<file path="config.mk">
export PLATFORM = sky130hd
export DESIGN_NAME = reg_file_nzcv
export DESIGN_NICKNAME = d
export VERILOG_FILES = /design/src/rtl/reg_file_pkg.sv /design/src/rtl/reg_file_nzcv_flag_reg.sv /design/src/rtl/reg_file_nzcv.sv
export SDC_FILE = /design/constraint.sdc
export NUM_CORES = 2
export LEC_CHECK = 0
export BUFFER_PORTS_ARGS = -buffer_cell sky130_fd_sc_hd__buf_2
export CAP_MARGIN = 0
export CORE_ASPECT_RATIO = 2
export CORE_UTILIZATION = 60
export CTS_CLUSTER_DIAMETER = 200
export CTS_CLUSTER_SIZE = 40
export DETAILED_ROUTE_END_ITERATION = 8
export PLACE_DENSITY = 0.88
export SYNTH_ARGS = -nofsm -noshare
export SYNTH_HDL_FRONTEND = slang
export SYNTH_HIERARCHICAL = 1
export SYNTH_SLANG_ARGS = --single-unit
export TNS_END_PERCENT = 1
</file>
<file path="constraint.sdc">
create_clock -name clk_i -period 46.1 [get_ports clk_i]
set_clock_uncertainty 0.1 [all_clocks]
set_input_delay 9.22 -clock clk_i [delete_from_list [all_inputs] [get_ports clk_i]]
set_output_delay 9.22 -clock clk_i [all_outputs]
set_load 0.03 [all_outputs]
</file>
<file path="src/rtl/reg_file_pkg.sv">
// Shared constants for the architectural register file and NZCV flag register.
package reg_file_pkg;
  localparam int REG_ADDR_W = 5;
  localparam int REG_NUM    = 32;
  localparam int SP_IDX     = 29;
  localparam int ZERO_IDX   = 0;
  localparam int FLAG_W     = 4;
  localparam int N_BIT      = 3;
  localparam int Z_BIT      = 2;
  localparam int C_BIT      = 1;
  localparam int V_BIT      = 0;
endpackage

</file>
<file path="src/rtl/reg_file_nzcv_flag_reg.sv">
// Enabled NZCV flag register with asynchronous clear; output is purely registered.
module nzcv_flag_reg
  import reg_file_pkg::*;
(
  input  logic              clk_i,
  input  logic              rst_i,
  input  logic              en_i,
  input  logic [FLAG_W-1:0] d_i,
  output logic [FLAG_W-1:0] q_o
);
  logic [FLAG_W-1:0] r_flags;

  always_ff @(posedge clk_i or posedge rst_i) begin
    if (rst_i)     r_flags <= '0;
    else if (en_i) r_flags <= d_i;
  end

  assign q_o = r_flags;
endmodule

</file>
<file path="src/rtl/reg_file_nzcv.sv">
// Register file with two combinational read ports, one write port and NZCV flags.
// Define REG_FILE_BYPASS_EN to forward same-cycle write data onto the read ports.
module reg_file_nzcv
  import reg_file_pkg::*;
#(
  parameter int                DATA_W  = 32,
  parameter int                REG_NUM = 32,
  parameter logic [DATA_W-1:0] SP_INIT = 32'd128
) (
  input  logic                  clk_i,
  input  logic                  rst_i,
  input  logic [REG_ADDR_W-1:0] RSaddr_i,
  input  logic [REG_ADDR_W-1:0] RTaddr_i,
  input  logic [REG_ADDR_W-1:0] RDaddr_i,
  input  logic [DATA_W-1:0]     RDdata_i,
  input  logic                  RegWrite_i,
  input  logic [FLAG_W-1:0]     NZCV_i,
  input  logic                  FlagWrite_i,
  output logic [DATA_W-1:0]     RSdata_o,
  output logic [DATA_W-1:0]     RTdata_o,
  output logic [FLAG_W-1:0]     NZCV_o
);
  localparam logic [REG_ADDR_W-1:0] ZERO_A = REG_ADDR_W'(ZERO_IDX);

  logic [REG_NUM-1:0][DATA_W-1:0] r_regs;
  logic                           w_wr_en;
  logic [DATA_W-1:0]              w_rs, w_rt;

  assign w_wr_en = RegWrite_i && (RDaddr_i != ZERO_A);

  // Register 0 is never written, so it stays at its reset value of zero.
  always_ff @(posedge clk_i or posedge rst_i) begin
    if (rst_i) begin
      for (int i = 0; i < REG_NUM; i++)
        r_regs[i] <= (i == SP_IDX) ? SP_INIT : '0;
    end else if (w_wr_en) begin
      r_regs[RDaddr_i] <= RDdata_i;
    end
  end

  always_comb begin
    w_rs = r_regs[RSaddr_i];
    w_rt = r_regs[RTaddr_i];
`ifdef REG_FILE_BYPASS_EN
    if (w_wr_en && (RSaddr_i == RDaddr_i)) w_rs = RDdata_i;
    if (w_wr_en && (RTaddr_i == RDaddr_i)) w_rt = RDdata_i;
`endif
    if (RSaddr_i == ZERO_A) w_rs = '0;
    if (RTaddr_i == ZERO_A) w_rt = '0;
  end

  assign RSdata_o = w_rs;
  assign RTdata_o = w_rt;

  nzcv_flag_reg u_flags (
    .clk_i (clk_i),
    .rst_i (rst_i),
    .en_i  (FlagWrite_i),
    .d_i   (NZCV_i),
    .q_o   (NZCV_o)
  );
endmodule

</file>
* After elaboration in Yosys (flattened, before gate mapping)
Cells that the tools add are included.
** Storage, ports and cells
- Bits in registers :: 1028
- Logic and storage cells :: 51
- Bits of input ports :: 55
- Output and inout bits :: 68
** Cells by class
- Reduce and logical (&&, ||, !) cells :: 5
- Magnitude comparators :: 4
- Multiplexer cells :: 9
** Operators by type and width (number)
- $bwmux 1024 :: 1
- $bmux 32 s5 :: 2
- $demux 32 s5 :: 1
- $mux 32 :: 5
- $lt 5x6->1 const B :: 3
- $logic_not 5->1 :: 2
- $ge 5x1->1 const B :: 1
- $reduce_bool 5->1 :: 1
- $logic_and 1x1->1 :: 2

* Longest topological paths before layout
- Depth after elaboration :: 5
- Gate-level depth with buffers :: 7

* Modules after synthesis
Netlist, hierarchy kept.
** Modules (own cells, without submodules)
- reg_file_nzcv :: area each 55229.2 sq um, cells each 3614, instances 1
- nzcv_flag_reg :: area each 148.9 sq um, cells each 9, instances 1

* Worst setup path after synthesis
No wires, ideal clock.
- Path type :: input to output
- From :: input port RSaddr_i[2]
- To :: output port RSdata_o[16]
- Slack :: 25767 ps
- Arrival time :: 11013 ps
- Required time :: 36780 ps
- Stages :: 7
- Buffers on the path :: 3
- Cell sequence :: buf_4 buf_6 buf_4 mux2i_1 a221oi_1 o21ai_1 a311oi_1
** On the way
- Word-level cells in the longest chain between the ends :: 3
- Elaborated cells between the ends (all ways) :: 4
- Classes of those cells :: 3 x mux; 1 x reduce/logical
** Ends and longest elaborated chain
- from (decl) :: RTL line reg_file_nzcv.sv:12 : input logic [REG_ADDR_W-1:0] RSaddr_i,
- $bmux 32 s5 :: RTL line reg_file_nzcv.sv:42 : w_rs = r_regs[RSaddr_i];
- $mux 32 (not written as such) :: RTL line reg_file_nzcv.sv:42
- $mux 32 * :: RTL line reg_file_nzcv.sv:48 : if (RSaddr_i == ZERO_A) w_rs = '0;
- to (decl) :: RTL line reg_file_nzcv.sv:19 : output logic [DATA_W-1:0] RSdata_o,
Mark *: on every way between the ends. The rest lies on a longest branch, timed or not. The select of a mux whose other input is x is not followed.

* Final worst setup path
- From :: input port RSaddr_i[1]
- To :: output port RSdata_o[15]
The elaborated chain is that of the path after synthesis.

==> impl_results.md <==
* Met3 WL at 16000 um
* Crit path max fanout at 109
* Area Overhead vs Synth at 2.42%
* Fin area at around 57000 um2
* Setup TNS at 0 ns
* Setup Buffers After CTS at 0
* Synth Area in XOR/XNOR at 0
* Fillers at between 6000 and 7000
* DRC violations left at 0
* Min Tclk post-route at ~23 ns
* Skew-Pair Late Insertion Delay at approximately 0.70 ns
* Critical Path Start: RSaddr_i[1]
* Tightest Pin Transition at around 1.3 ns
* Bufs on Longest Clock Path at 3
* Die ar. at around 94000 um2
* Placed Area at 55900 um2
* Avg Vias per Cell at 7.75
* Seq/Total Area, Yosys at 0.465
* IO Port Bufs at ~120
* Required time of the worst setup path at approximately 37 ns
* Uppermost routed layer: met5
* Total gr overflow at 0
* CTS Hold Bufs at 0
* Yosys warns at 6
* Crit end category: primary output
* DRT antenna net count at 0
* Arrival time worst endpoint at ~14 ns
* Yosys top cell area share at 0.464
* Slowest CP cell: buf_4
* Clock Pin Slew Worst Setup and Hold Paths at 0.14 ns
* CP Launch Type: primary input
* Cell row count at roughly 160
* Post-synthesis compound-gate area fraction at 0.0476
* Post-Syn Area at 55400 um2
* Post-CTS sizing at 0
* Relative slew margins at 0.151
* Tcrit/Tclk final at 0.495
* First-pass GRT wire length at approximately 240000 um
* Wire per inst at roughly 36 um
* Peak Freq at 0.0438 GHz
* Pleak at around 0.025 uW
* Metal2 WL at between 70000 and 80000 um
* DRT iter0 DRCs at between 4000 and 5000
* Register bit total from synthesis at about 1000
* Status: finished, final reports clean
* Largest net degree at the start of global routing at approximately 170
* Synth Area in Adders at 0
* Cells after Synth at approximately 3600
* Num CTS Buffers at 29
* Worst min path class: reg2reg
* Maxcap violations at 0
* Critical path class: in2out
* Chip width at roughly 220 um
* Layout cells sized above 1 at 0.482
* Routability cong. at roughly 0.86
* Syn avg cell area at about 15 um2
* HP Start: r_regs[13]
* Worst R2R Start: r_regs[650]
* Critical Path Max Stage Delay at between 0.8 and 0.9 ns
* Nets@finish at 3482
* Drt total wl at 165000 um
* CORE AREA at 91500 um2
* H-Tree Depth at 1
* Initial core utilization at 0.605
* Multiplexer share of the synthesized area at 0.428
* CTS Root Cell: clkbuf_16
* Power Dens Cells at around 38 nW/um2
* Drt first pass iters at 6
* Met1 WL at 55500 um
* CP cell instances: buf_8 -> buf_12 -> buf_4 -> or4_4 -> o21ai_1 -> a311oi_1 -> buf_2
* Post-synth net total at 3678
* Setup violations, final at 0
* Hold Violations, Final at 0
* All-Layer GR Usage at 0.357
* Final HPWL DP at 95200 um
* Total I/O pin count at 123
* Vias at 35877
* RSZ-0062 raised after global routing: false
* Chip height at 432 um
* Initial antenna violation count at 6
* Synth cell types at 41
* Simple-Gate Fraction of Synth Area at 0.0164
* Final Slew Violations at 0
* TritonCTS clock tree: done
* Max VDD drop at about 0.031 mV
* Cell taking the most area after synthesis: dfrtp_1
* Vias in the first global route at around 37000
* Clock Sinks at between 1000 and 1500
* Ranking of synthesized cells by area: dfrtp_1 46%, mux2_2 21%, mux4_2 14%, mux4_1 4.9%, mux2i_1 2.3%
* Largest family of logic cells by synthesized area: multiplexers
* FF-to-FF setup slack at approximately 45 ns
[layout make-up]
| cell class | count | area [um2] | share of cell area |
|---|---|---|---|
| multi-input cells | 2167 | 27400 | 0.483 |
| flip-flops and latches | 1028 | 25700 | 0.454 |
| well taps | 1192 | 1490 | 0.0263 |
| repair buffers | 197 | 1270 | 0.0224 |
| clock buffers | 40 | 767 | 0.0135 |
| inverters | 4 | 26.3 | 0.000463 |
| clock inverters | 1 | 16.3 | 0.000287 |
| diodes | 2 | 5.00 | 0.0000882 |
[critical path, delay by kind of cell]
family,cells,cell delay [ns]
buffers and inverters,4,2.39
AOI/OAI and AO/OA,2,0.96
and+or+nand+nor,1,0.77
[state kept, by name, indices dropped and copies added (netlist names)]
register / count
r_regs: 1024
u_flags/q_o: 4
[stage by stage]
stage	utilization	total power (uW)	std cells	hold slack (ns)	setup WS, ns
finish	0.620	2130	4631	0.312	23.27
global route	0.620	2200	4630	0.324	23.04
CTS	0.620	2120	4629	0.312	23.22
detailed placement	0.611	1740	4588	0.282	23.23
global placement	0.611	1700	4588	0.275	23.26
floorplan	-	1600	3623	0.338	7.97
[synth_stat cells]
| cell type | n |
|---|---|
| clkbuf_1 | 174 |
| nor3_1 | 1 |
| nor3b_1 | 4 |
| dfrtp_1 | 1027 |
| dfstp_2 | 1 |
| and3_1 | 1 |
| and2_1 | 2 |
| buf_2 | 142 |
| buf_8 | 5 |
| nor2_1 | 12 |
| buf_12 | 1 |
| or2_2 | 1 |
| o21ai_1 | 105 |
| mux2_1 | 27 |
| a211oi_1 | 64 |
| mux2i_1 | 128 |
| buf_6 | 36 |
| inv_2 | 2 |
| and3b_1 | 1 |
| nand3b_1 | 4 |
| o21ai_0 | 6 |
| clkbuf_8 | 5 |
| mux4_1 | 103 |
| nor2b_1 | 66 |
| nand2_1 | 50 |
| nor2b_4 | 2 |
| or2_1 | 2 |
| inv_1 | 2 |
| a221oi_1 | 47 |
| or4_4 | 2 |
| mux4_2 | 342 |
| mux4_4 | 3 |
| nand3_1 | 2 |
| a311oi_1 | 64 |
| nor2_2 | 11 |
| nand2b_1 | 2 |
| buf_4 | 61 |
| a22oi_1 | 64 |
| mux2_2 | 1033 |
| o2111ai_1 | 17 |
| or3b_1 | 1 |
[per-layer routing]
layer / vias to the layer above / GRT usage
met1: 18901 / 0.429
met2: 2521 / 0.569
met3: 793 / 0.0769
met5: - / 0
met4: 8 / 0.262
li1: 13654 / -
[worst paths after layout]
path,to,depth (start not counted)
max in group asynchronous,r_regs[53],5
min reg2reg,r_regs[13],0
max,RSdata_o[15],7
max reg2reg,r_regs[650],1
min in group asynchronous,u_flags/q_o[0],2
min,r_regs[13],0
[logic make-up after synthesis]
logic type | Yosys count
buffers and inverters | 428
AO/OA/AOI/OAI | 367
AND/OR/NAND/NOR | 164
multiplexers | 1636
flip-flops | 1028
[layout by cell type (no fill, tap or decap), types with 2 or more instances in the layout]
cell type,instances
buf_4,72
clkbuf_1,11
a211oi_1,64
buf_12,4
dfrtp_1,1027
or2_2,3
nor2b_1,64
mux2_1,27
nor2b_4,4
buf_2,116
mux2_2,1033
nand3b_1,4
o21ai_1,105
nor2_4,18
mux4_4,3
nor2_1,4
mux4_1,103
clkbuf_16,29
diode_2,2
and2_2,2
buf_8,4
or4_4,2
nand2_2,15
a22oi_1,64
o2111ai_1,17
a311oi_1,64
nor3b_1,4
nand2_1,35
nand3_1,2
nand2b_2,2
mux4_2,342
mux2i_1,128
a221oi_1,47
o21ai_0,6
[where the power goes]
part / internal (uW) / switching (uW) / total (uW)
Combinational: 307 / 228 / 535
Sequential: 1070 / 132 / 1200
Clock: 118 / 271 / 390
Note: power is estimated with default switching activity, not from simulation.
